File: config.mk
export PLATFORM = sky130hd
export DESIGN_NAME = booth_mult_pipe
export DESIGN_NICKNAME = d
export VERILOG_FILES = /design/src/rtl/booth_mult_pkg.sv /design/src/rtl/booth_pp_gen.sv /design/src/rtl/ksa_adder.sv /design/src/rtl/booth_mult_pipe.sv
export SDC_FILE = /design/constraint.sdc
export NUM_CORES = 1
export LEC_CHECK = 0
export ABC_CLOCK_PERIOD_IN_PS = 8800
export BUFFER_PORTS_ARGS = -buffer_cell sky130_fd_sc_hd__buf_2
export CAP_MARGIN = 20
export CORE_UTILIZATION = 60
export CTS_BUF_LIST = sky130_fd_sc_hd__clkbuf_4 sky130_fd_sc_hd__clkbuf_8
export DETAILED_ROUTE_END_ITERATION = 10
export GPL_TIMING_DRIVEN = 0
export PLACE_DENSITY = 0.83
export SLEW_MARGIN = 10
export SYNTH_ARGS = -nofsm -noshare
export SYNTH_HDL_FRONTEND = slang
export SYNTH_SLANG_ARGS = --single-unit
File: constraint.sdc
create_clock -name clk -period 8.8 [get_ports clk]
set_clock_uncertainty 0.05 [all_clocks]
set_input_delay 1.76 -clock clk [delete_from_list [all_inputs] [get_ports clk]]
set_output_delay 1.76 -clock clk [all_outputs]
set_load 0.005 [all_outputs]
File: src/rtl/booth_mult_pkg.sv
// Shared definitions for the pipelined radix-4 Booth multiplier.
//   npp(width)          number of Booth partial products for a width
//   ksa_idx(width)      log2 of the power-of-two adder width
//   prod_w(width)       full product width
//   csa_* helpers       row counts for the 3:2 reduction tree
//   booth_digit_e       recoded digit, plus booth_decode() for a 3-bit window
package booth_mult_pkg;

  typedef enum logic [2:0] {
    ZERO,
    P1,
    P2,
    M1,
    M2
  } booth_digit_e;

  function automatic int npp(input int width);
    return width / 2 + 1;
  endfunction

  function automatic int ksa_idx(input int width);
    return $clog2(2 * width);
  endfunction

  function automatic int prod_w(input int width);
    return 2 * width;
  endfunction

  // One 3:2 level turns every full group of three rows into two and passes
  // the leftovers through.
  function automatic int csa_next(input int n);
    return 2 * (n / 3) + n % 3;
  endfunction

  function automatic int csa_rows_at(input int n, input int lvl);
    int r;
    r = n;
    for (int k = 0; k < lvl; k++) r = csa_next(r);
    return r;
  endfunction

  function automatic int csa_levels(input int n);
    int r;
    int l;
    r = n;
    l = 0;
    for (int k = 0; k < 64; k++) begin
      if (r > 2) begin
        r = csa_next(r);
        l = l + 1;
      end
    end
    return l;
  endfunction

  // Window is {b[2i+1], b[2i], b[2i-1]}; 111 is treated as a plain zero.
  function automatic booth_digit_e booth_decode(input logic [2:0] win);
    case (win)
      3'b001, 3'b010: return P1;
      3'b011:         return P2;
      3'b100:         return M2;
      3'b101, 3'b110: return M1;
      default:        return ZERO;
    endcase
  endfunction

endpackage

File: src/rtl/booth_pp_gen.sv
// One radix-4 Booth partial-product selector.
//   win_i  3-bit recoding window of the multiplier
//   a_i    multiplicand
//   pp_o   magnitude (a or 2a), bitwise inverted when the digit is negative
//   neg_o  1 for a negative digit; the +1 that completes the negation is
//          added later as a separate row
module booth_pp_gen
  import booth_mult_pkg::*;
#(
  parameter int WIDTH = 7
) (
  input  logic [2:0]       win_i,
  input  logic [WIDTH-1:0] a_i,
  output logic [WIDTH:0]   pp_o,
  output logic             neg_o
);

  booth_digit_e   digit;
  logic [WIDTH:0] mag;

  always_comb begin
    digit = booth_decode(win_i);
    mag   = '0;
    neg_o = 1'b0;
    case (digit)
      P1: mag = {1'b0, a_i};
      P2: mag = {a_i, 1'b0};
      M1: begin
        mag   = {1'b0, a_i};
        neg_o = 1'b1;
      end
      M2: begin
        mag   = {a_i, 1'b0};
        neg_o = 1'b1;
      end
      default: mag = '0;
    endcase
    pp_o = neg_o ? ~mag : mag;
  end

endmodule

File: src/rtl/ksa_adder.sv
// Kogge-Stone parallel-prefix adder, width 2**IDX, no carry in/out.
//   x_i, y_i  addends
//   sum_o     x_i + y_i modulo 2**IDX
module ksa_adder #(
  parameter int IDX = 4,
  localparam int W  = 1 << IDX
) (
  input  logic [W-1:0] x_i,
  input  logic [W-1:0] y_i,
  output logic [W-1:0] sum_o
);

  logic [IDX:0][W-1:0] gen;
  logic [IDX:0][W-1:0] prop;

  assign gen[0]  = x_i & y_i;
  assign prop[0] = x_i ^ y_i;

  for (genvar l = 0; l < IDX; l++) begin : g_lvl
    localparam int D = 1 << l;
    for (genvar i = 0; i < W; i++) begin : g_bit
      if (i >= D) begin : g_op
        assign gen[l+1][i]  = gen[l][i] | (prop[l][i] & gen[l][i-D]);
        assign prop[l+1][i] = prop[l][i] & prop[l][i-D];
      end else begin : g_pass
        assign gen[l+1][i]  = gen[l][i];
        assign prop[l+1][i] = prop[l][i];
      end
    end
  end

  // gen[IDX][i] is the carry out of bit i.
  assign sum_o = prop[0] ^ {gen[IDX][W-2:0], 1'b0};

endmodule

File: src/rtl/booth_mult_pipe.sv
// Pipelined unsigned radix-4 Booth multiplier with valid/ready handshakes.
//   clk, rst_n            clock, asynchronous active-low reset
//   in_valid, in_ready    input handshake; a, b are the unsigned operands
//   out_valid, out_ready  output handshake; p = a*b, p_zero = (p == 0)
// Stages: S1 operands, S2 compacted Booth rows, S3 reduced + summed product.
// The whole pipe advances together (global stall), so in_ready only looks
// at the last valid bit and out_ready.
module booth_mult_pipe
  import booth_mult_pkg::*;
#(
  parameter int  WIDTH = 7,
  localparam int NPP   = npp(WIDTH)
) (
  input  logic                   clk,
  input  logic                   rst_n,
  input  logic                   in_valid,
  output logic                   in_ready,
  input  logic [WIDTH-1:0]       a,
  input  logic [WIDTH-1:0]       b,
  output logic                   out_valid,
  input  logic                   out_ready,
  output logic [2*WIDTH-1:0]     p,
  output logic                   p_zero
);

  localparam int PROD_W  = prod_w(WIDTH);
  localparam int KSA_IDX = ksa_idx(WIDTH);
  localparam int SUM_W   = 1 << KSA_IDX;
  localparam int ROW_W   = WIDTH + 2;
  localparam int BX_W    = 2 * NPP + 1;
  localparam int NROWS   = NPP + 2;
  localparam int NLVL    = csa_levels(NROWS);

  // Each row is stored as {~neg, pp}, i.e. biased by +2^(WIDTH+1) at its
  // weight instead of being sign-extended. This constant removes the sum of
  // all those biases (modulo the adder width).
  function automatic logic [SUM_W-1:0] sext_corr();
    logic [SUM_W-1:0] acc;
    acc = '0;
    for (int i = 0; i < NPP; i++) begin
      acc = acc + ({{(SUM_W-1){1'b0}}, 1'b1} << (WIDTH + 1 + 2 * i));
    end
    return (~acc) + {{(SUM_W-1){1'b0}}, 1'b1};
  endfunction

  localparam logic [SUM_W-1:0] SEXT_CORR = sext_corr();

  logic advance;

  logic v1_q, v2_q, v3_q;

  logic [WIDTH-1:0] a_q, b_q;
  logic [BX_W-1:0]  bx;
  logic [WIDTH:0]   pp [NPP];
  logic [NPP-1:0]   neg;
  logic [ROW_W-1:0] row_d [NPP];
  logic [ROW_W-1:0] row_q [NPP];
  logic [NPP-1:0]   neg_q;

  logic [SUM_W-1:0] neg_row;
  logic [SUM_W-1:0] wt [NLVL+1][NROWS];
  logic [SUM_W-1:0] sum;

  logic [PROD_W-1:0] p_d, p_q;
  logic              p_zero_d, p_zero_q;

  assign advance  = !v3_q || out_ready;
  assign in_ready = advance;

  // Valid bits shift with their data; an idle input cycle becomes a bubble.
  always_ff @(posedge clk or negedge rst_n) begin
    if (!rst_n) begin
      v1_q <= 1'b0;
      v2_q <= 1'b0;
      v3_q <= 1'b0;
    end else if (advance) begin
      v1_q <= in_valid;
      v2_q <= v1_q;
      v3_q <= v2_q;
    end
  end

  // S1: operands
  always_ff @(posedge clk) begin
    if (advance && in_valid) begin
      a_q <= a;
      b_q <= b;
    end
  end

  // Multiplier with b[-1] = 0 below and zero-extension above, so the top
  // window never yields a negative digit.
  assign bx = {{(BX_W-WIDTH-1){1'b0}}, b_q, 1'b0};

  for (genvar i = 0; i < NPP; i++) begin : g_pp
    booth_pp_gen #(
      .WIDTH(WIDTH)
    ) u_pp (
      .win_i (bx[2*i+2:2*i]),
      .a_i   (a_q),
      .pp_o  (pp[i]),
      .neg_o (neg[i])
    );
    assign row_d[i] = {~neg[i], pp[i]};
  end

  // S2: compacted partial products and their negate bits
  always_ff @(posedge clk) begin
    if (advance && v1_q) begin
      row_q <= row_d;
      neg_q <= neg;
    end
  end

  // Negate bits land at the LSB weight of their own row.
  for (genvar j = 0; j < SUM_W; j++) begin : g_neg
    if ((j % 2 == 0) && (j / 2 < NPP)) begin : g_set
      assign neg_row[j] = neg_q[j/2];
    end else begin : g_clr
      assign neg_row[j] = 1'b0;
    end
  end

  // Level 0 of the reduction tree: NPP weighted rows, negate row, bias fix.
  for (genvar i = 0; i < NPP; i++) begin : g_rows
    assign wt[0][i] = {{(SUM_W-ROW_W){1'b0}}, row_q[i]} << (2 * i);
  end
  assign wt[0][NPP]   = neg_row;
  assign wt[0][NPP+1] = SEXT_CORR;

  // Wallace reduction: per level, full groups of three rows go through a
  // 3:2 compressor, leftovers pass straight through. Everything is modulo
  // 2^SUM_W; the true product fits in PROD_W bits so the wrap is harmless.
  for (genvar l = 0; l < NLVL; l++) begin : g_wt
    localparam int N_IN  = csa_rows_at(NROWS, l);
    localparam int N_GRP = N_IN / 3;
    for (genvar j = 0; j < NROWS; j++) begin : g_row
      if (j < 2 * N_GRP) begin : g_csa
        localparam int B = 3 * (j / 2);
        if (j % 2 == 0) begin : g_s
          assign wt[l+1][j] = wt[l][B] ^ wt[l][B+1] ^ wt[l][B+2];
        end else begin : g_c
          assign wt[l+1][j] = ((wt[l][B] & wt[l][B+1]) |
                               (wt[l][B] & wt[l][B+2]) |
                               (wt[l][B+1] & wt[l][B+2])) << 1;
        end
      end else if (j < N_IN - N_GRP) begin : g_pass
        assign wt[l+1][j] = wt[l][3*N_GRP + j - 2*N_GRP];
      end else begin : g_none
        assign wt[l+1][j] = '0;
      end
    end
  end

  for (genvar j = 0; j < NROWS; j++) begin : g_l0_unused
    if (j >= NROWS) begin : g_never
      assign wt[0][j] = '0;
    end
  end

  ksa_adder #(
    .IDX(KSA_IDX)
  ) u_ksa (
    .x_i   (wt[NLVL][0]),
    .y_i   (wt[NLVL][1]),
    .sum_o (sum)
  );

  assign p_d      = sum[PROD_W-1:0];
  assign p_zero_d = (p_d == '0);

  // S3: result. Only real items update it, so p holds across bubbles and
  // stalls.
  always_ff @(posedge clk or negedge rst_n) begin
    if (!rst_n) begin
      p_q      <= '0;
      p_zero_q <= 1'b0;
    end else if (advance && v2_q) begin
      p_q      <= p_d;
      p_zero_q <= p_zero_d;
    end
  end

  assign out_valid = v3_q;
  assign p         = p_q;
  assign p_zero    = p_zero_q;

endmodule

Yosys cells after proc, flatten, opt, wreduce, memory -nomap -nowiden
Cells that the tools add are included.

word-level totals
  flip-flop bits (word level) = 71
  bits of input ports = 18
  output and inout port bits = 17
  logic and storage cells = 219

operators by class
  equal/unequal tests = 34
  multiplexer cells = 16
  bitwise operators = 134
  reduce and logical (&&, ||, !) cells = 23

operator list
  operator                                              count
  AND 13 bit                                            7
  bitwise XOR 14 bit                                    5
  bitwise OR 13 bit                                     5
  case mux 8 bit (2 select lines)                       4
  AND 1 bit                                             62
  bitwise OR 1 bit                                      37
  OR reduction 2 bit                                    17
  2-to-1 mux 8 bit                                      4
  NOT 8 bit                                             4
  equality test 3 x 2 -> 1 bit (second input constant)  10
  equality test 3 bit (second input constant)           9
  case mux 3 bit (4 select lines)                       2
  equality test 3 x 1 -> 1 bit (second input constant)  5
  zero test 14 bit                                      1
  bitwise XOR 13 x 14 -> 14 bit                         1
  bitwise XOR 14 x 7 -> 14 bit                          1
  AND 11 x 13 -> 13 bit                                 1
  AND 13 x 7 -> 13 bit                                  1
  AND 9 x 13 -> 13 bit                                  1
  bitwise OR 11 x 13 -> 13 bit                          1
  bitwise OR 13 x 12 -> 13 bit                          1
  bitwise XOR 11 x 13 -> 13 bit                         1
  equality test 2 bit (second input constant)           6
  AND 9 x 11 -> 11 bit                                  1
  other kinds (11)                                      20

Longest topological paths before layout
  word-level depth = 19
  depth in mapped cells = 14
  gate-level depth less buffers = 14

Cells and area by module
Synthesis repeated with hierarchy kept, for this count alone.

unflattened totals
  cells, all modules = 421
  area total of the unflattened synthesis = 5,068.6 um2

modules (own cells, without submodules)
  module           instances  cells an instance  area each (um2)  sequential area each (um2)
  booth_mult_pipe  1          171                3,085.5          2,072.0
  booth_pp_gen     4          40                 324.1            0.0
  ksa_adder        1          90                 686.9            0.0

Worst setup path after synthesis
Ideal clock, no wire load.

  path kind = input -> output
  from = input port out_ready
  to = output port in_ready
  arrival time = 2.084 ns
  data required time = 6.990 ns
  setup slack = 4.906 ns
  cell stages on the path = 2
  path buffers = 1
  cell sequence = nand2b_1 -> clkbuf_1

between the ends
  cells in the longest elaborated chain, start to end = 1

ends and longest elaborated chain
  what              line                   text
  start, declared   booth_mult_pipe.sv:21  input logic out_ready,
  logical OR 1 bit  booth_mult_pipe.sv:67  assign advance = !v3_q || out_ready;
  end, declared     booth_mult_pipe.sv:17  output logic in_ready,

No other way between the ends.

Final worst setup path
Same ends and word-level chain as after synthesis.

==> run_results.csv <==
group,metric,value,unit
sta,worst_slew_pin_slew,0.866,ns
sta,post-route-period-util,47.7,%
placed_design,place.gp.congestion,0.876,
critical_path,crit_fanout,9,
sta,relSlewSlack,42.2,%
floorplanning,ioPinCount,35,
grt,grt_max_degree,40,
placed_design,pre_cts_slack,4.61,ns
sta,worst_slack,4.61,ns
final_layout,n_antenna_cell,0,
critical_path,start_kind,"input port",
floorplanning,die_width,87.2,µm
grt,antenna_found_initial,0,
placed_design,dp_hpwl,6010,µm
logic_synthesis,syn_area_per_cell,11.1,µm²
final_layout,fillers,512,
final_layout,layout-drive-gt1-share,16.5,%
critical_path,crit_end,"in_ready",
critical_path,r2r-start,"row_q[9]",
final_layout,syn_to_final_growth,11.3,%
drt,drc,0,
logic_synthesis,syn_inst,392,
logic_synthesis,synth_top_area_share,36.6,%
logic_synthesis,syn_nets,457,
logic_synthesis,synth.distinct_cells,46,
floorplanning,rows,30,
clock_tree,htreeDepth,3,
sta,hold_viol_final,0,
logic_synthesis,ys_async_sr_fraction,25.4,%
sta,setup_tns,0,ns
sta,timing.fmax,0.238,GHz
final_layout,layout.nets,502,
drt,vias,3016,
power,ir_drop,0.000140,V
final_layout,regArea,2040,µm²
clock_tree,cts_buffer_depth,2,
run_status,status,"finished, final reports clean",
power,powerDensity,331,nW/µm²
power,power_leakage,0.00207,µW
clock_tree,cts_tree,"done",
power,fin_total_pwr,1600,µW
sta,maxSlewViolCount,0,
grt,grtUsageTotal,22.9,%
critical_path,crit_start,"out_ready",
logic_synthesis,synth_area,4350,µm²
final_layout,final_cell_mix,"edfxtp_1 (53), inv_1 (44), buf_2 (34), o21ai_0 (31), ha_1 (31)",
logic_synthesis,synth_edf_count,53,
critical_path,worst-r2r-cell-count,12,
critical_path,crit_required,6.99,ns
floorplanning,start_util,63.0,%
critical_path,ff2ff_setup_slack,5.10,ns
placed_design,io_buffers,34,
logic_synthesis,synth_top_area_cell,"edfxtp_1",
final_layout,layout_commonest_cell,"edfxtp_1",
drt,drtAntennaViolNets,0,
critical_path,cp-end-kind,"primary output",
logic_synthesis,yosysWarnings,0,
floorplanning,core_area,6910,µm²
clock_tree,root_buffer,"clkbuf_8",
logic_synthesis,synth_area_leaders,"edfxtp_1 (37%), dfrtp_1 (10%), ha_1 (8.9%)",
clock_tree,clk_pin_slew,0.07,ns
grt,grt_pass1_vias,2971,
clock_tree,cts_sinks,71,
floorplanning,die_area,7600,µm²
grt,grt_overflow_total,0,
final_layout,multi_input_area,2060,µm²
drt,drt_pass1_iterations,5,
critical_path,worst_r2r_endpoint,"p_zero",
clock_tree,clk_latency,0.35,ns
drt,avgRoutedWirePerCell,14.9,µm
sta,fin_crit,4.19,ns
logic_synthesis,yosys_register_bits,71,
floorplanning,dieHeight,87.2,µm
final_layout,fin_util,70.2,%
clock_tree,cts_hold_buffers,0,
clock_tree,ctsResizeCount,0,
logic_synthesis,synth_seq_area_share,46.9,%
clock_tree,numCtsBuffers,9,
critical_path,critPathArrivalTime,2.38,ns
grt,grt_first_pass_wirelength,13000,µm
sta,rsz0062_at_grt,"no",
logic_synthesis,synthFlopType,"edfxtp_1",
clock_tree,post_cts.repair.setup_buffers,0,
drt,via_per_inst,5.61,
drt,wl,8000,µm
critical_path,crit_type,"input port to primary output",
flow_run,cap_viol_max_count,0,
hold_path,hold_class,"register to register",
sta,setup_viol,0,
drt,drtIter0Drc,156,
## critical path, cell delays in order
cell and delay, ns:
buf_2 0.07, nand2b_1 0.08, clkbuf_1 0.29, buf_2 0.18
## cell type report
class                   count  area share [%]
repair buffers             34            3.51
clock buffers               9            2.56
multi-input cells         256            42.6
inverters                  44            3.41
plain buffers              21            1.70
flip-flops and latches     71            42.1
clock inverters             7            1.60
well taps                  96            2.48
## Yosys cell counts, types with 6 or more instances
cell       n
clkbuf_1  13
nand2_1   25
xor2_1    18
nand2b_1   9
buf_1      7
o21ai_0   31
fa_1      16
xnor2_1    8
inv_1     44
nor2_1    12
dfrtp_1   18
mux2_2    11
a22oi_1   17
ha_1      31
a21oi_1   17
o22ai_1    6
nand3_1   10
edfxtp_1  53
## power by group
part / internal (µW) / switching [µW] / leakage [µW]
Sequential: 455 / 35.6 / 0.000724
Combinational: 369 / 476 / 0.00125
Clock: 134 / 132 / 0.000101
## stage by stage
stage | cells | cell area [µm²] | hold slack (ns)
4_1_cts | 538 | 4850 | 0.432
3_5_place_dp | 522 | 4640 | 0.416
5_1_grt | 538 | 4850 | 0.460
6_report | 538 | 4850 | 0.423
3_3_place_gp | 522 | 4640 | 0.405
2_1_floorplan | 392 | 4350 | 0.421
## registers in the layout, summed over array words and instances, names as in the netlist
signal / cells
out_valid: 1
neg_q: 4
a_q: 7
p: 14
v2_q: 1
row_q: 35
v1_q: 1
p_zero: 1
b_q: 7
## worst min-delay path by stage
stage / cells past startpoint / slack [ns] / startpoint / endpoint
finish: 2 / 0.42 / p[7] / p[7]
global route: 2 / 0.46 / p[7] / p[7]
CTS: 2 / 0.43 / p[7] / p[7]
detailed placement: 2 / 0.42 / p[7] / p[7]
global placement: 2 / 0.41 / p[6] / p[6]
floorplan: 2 / 0.42 / p[9] / p[9]
## layer usage
layer / vias up / track usage (%) / routed length (µm)
met4: 0 / 11.2 / 189
met1: 1397 / 25.9 / 3270
met3: 20 / 4.17 / 468
li1: 1482 / - / -
met5: - / 0 / 0
met2: 117 / 41.5 / 4070
## cells by family after synthesis
group	synth area share, %
AOI/OAI and AO/OA	14.0
xor gates and xnor gates	5.23
adders and majority gates	16.3
buffers and inverters	5.69
DFF	46.9
muxes	2.85
and+or+nand+nor	9.08
No activity file was read; power rests on OpenSTA's default activity.
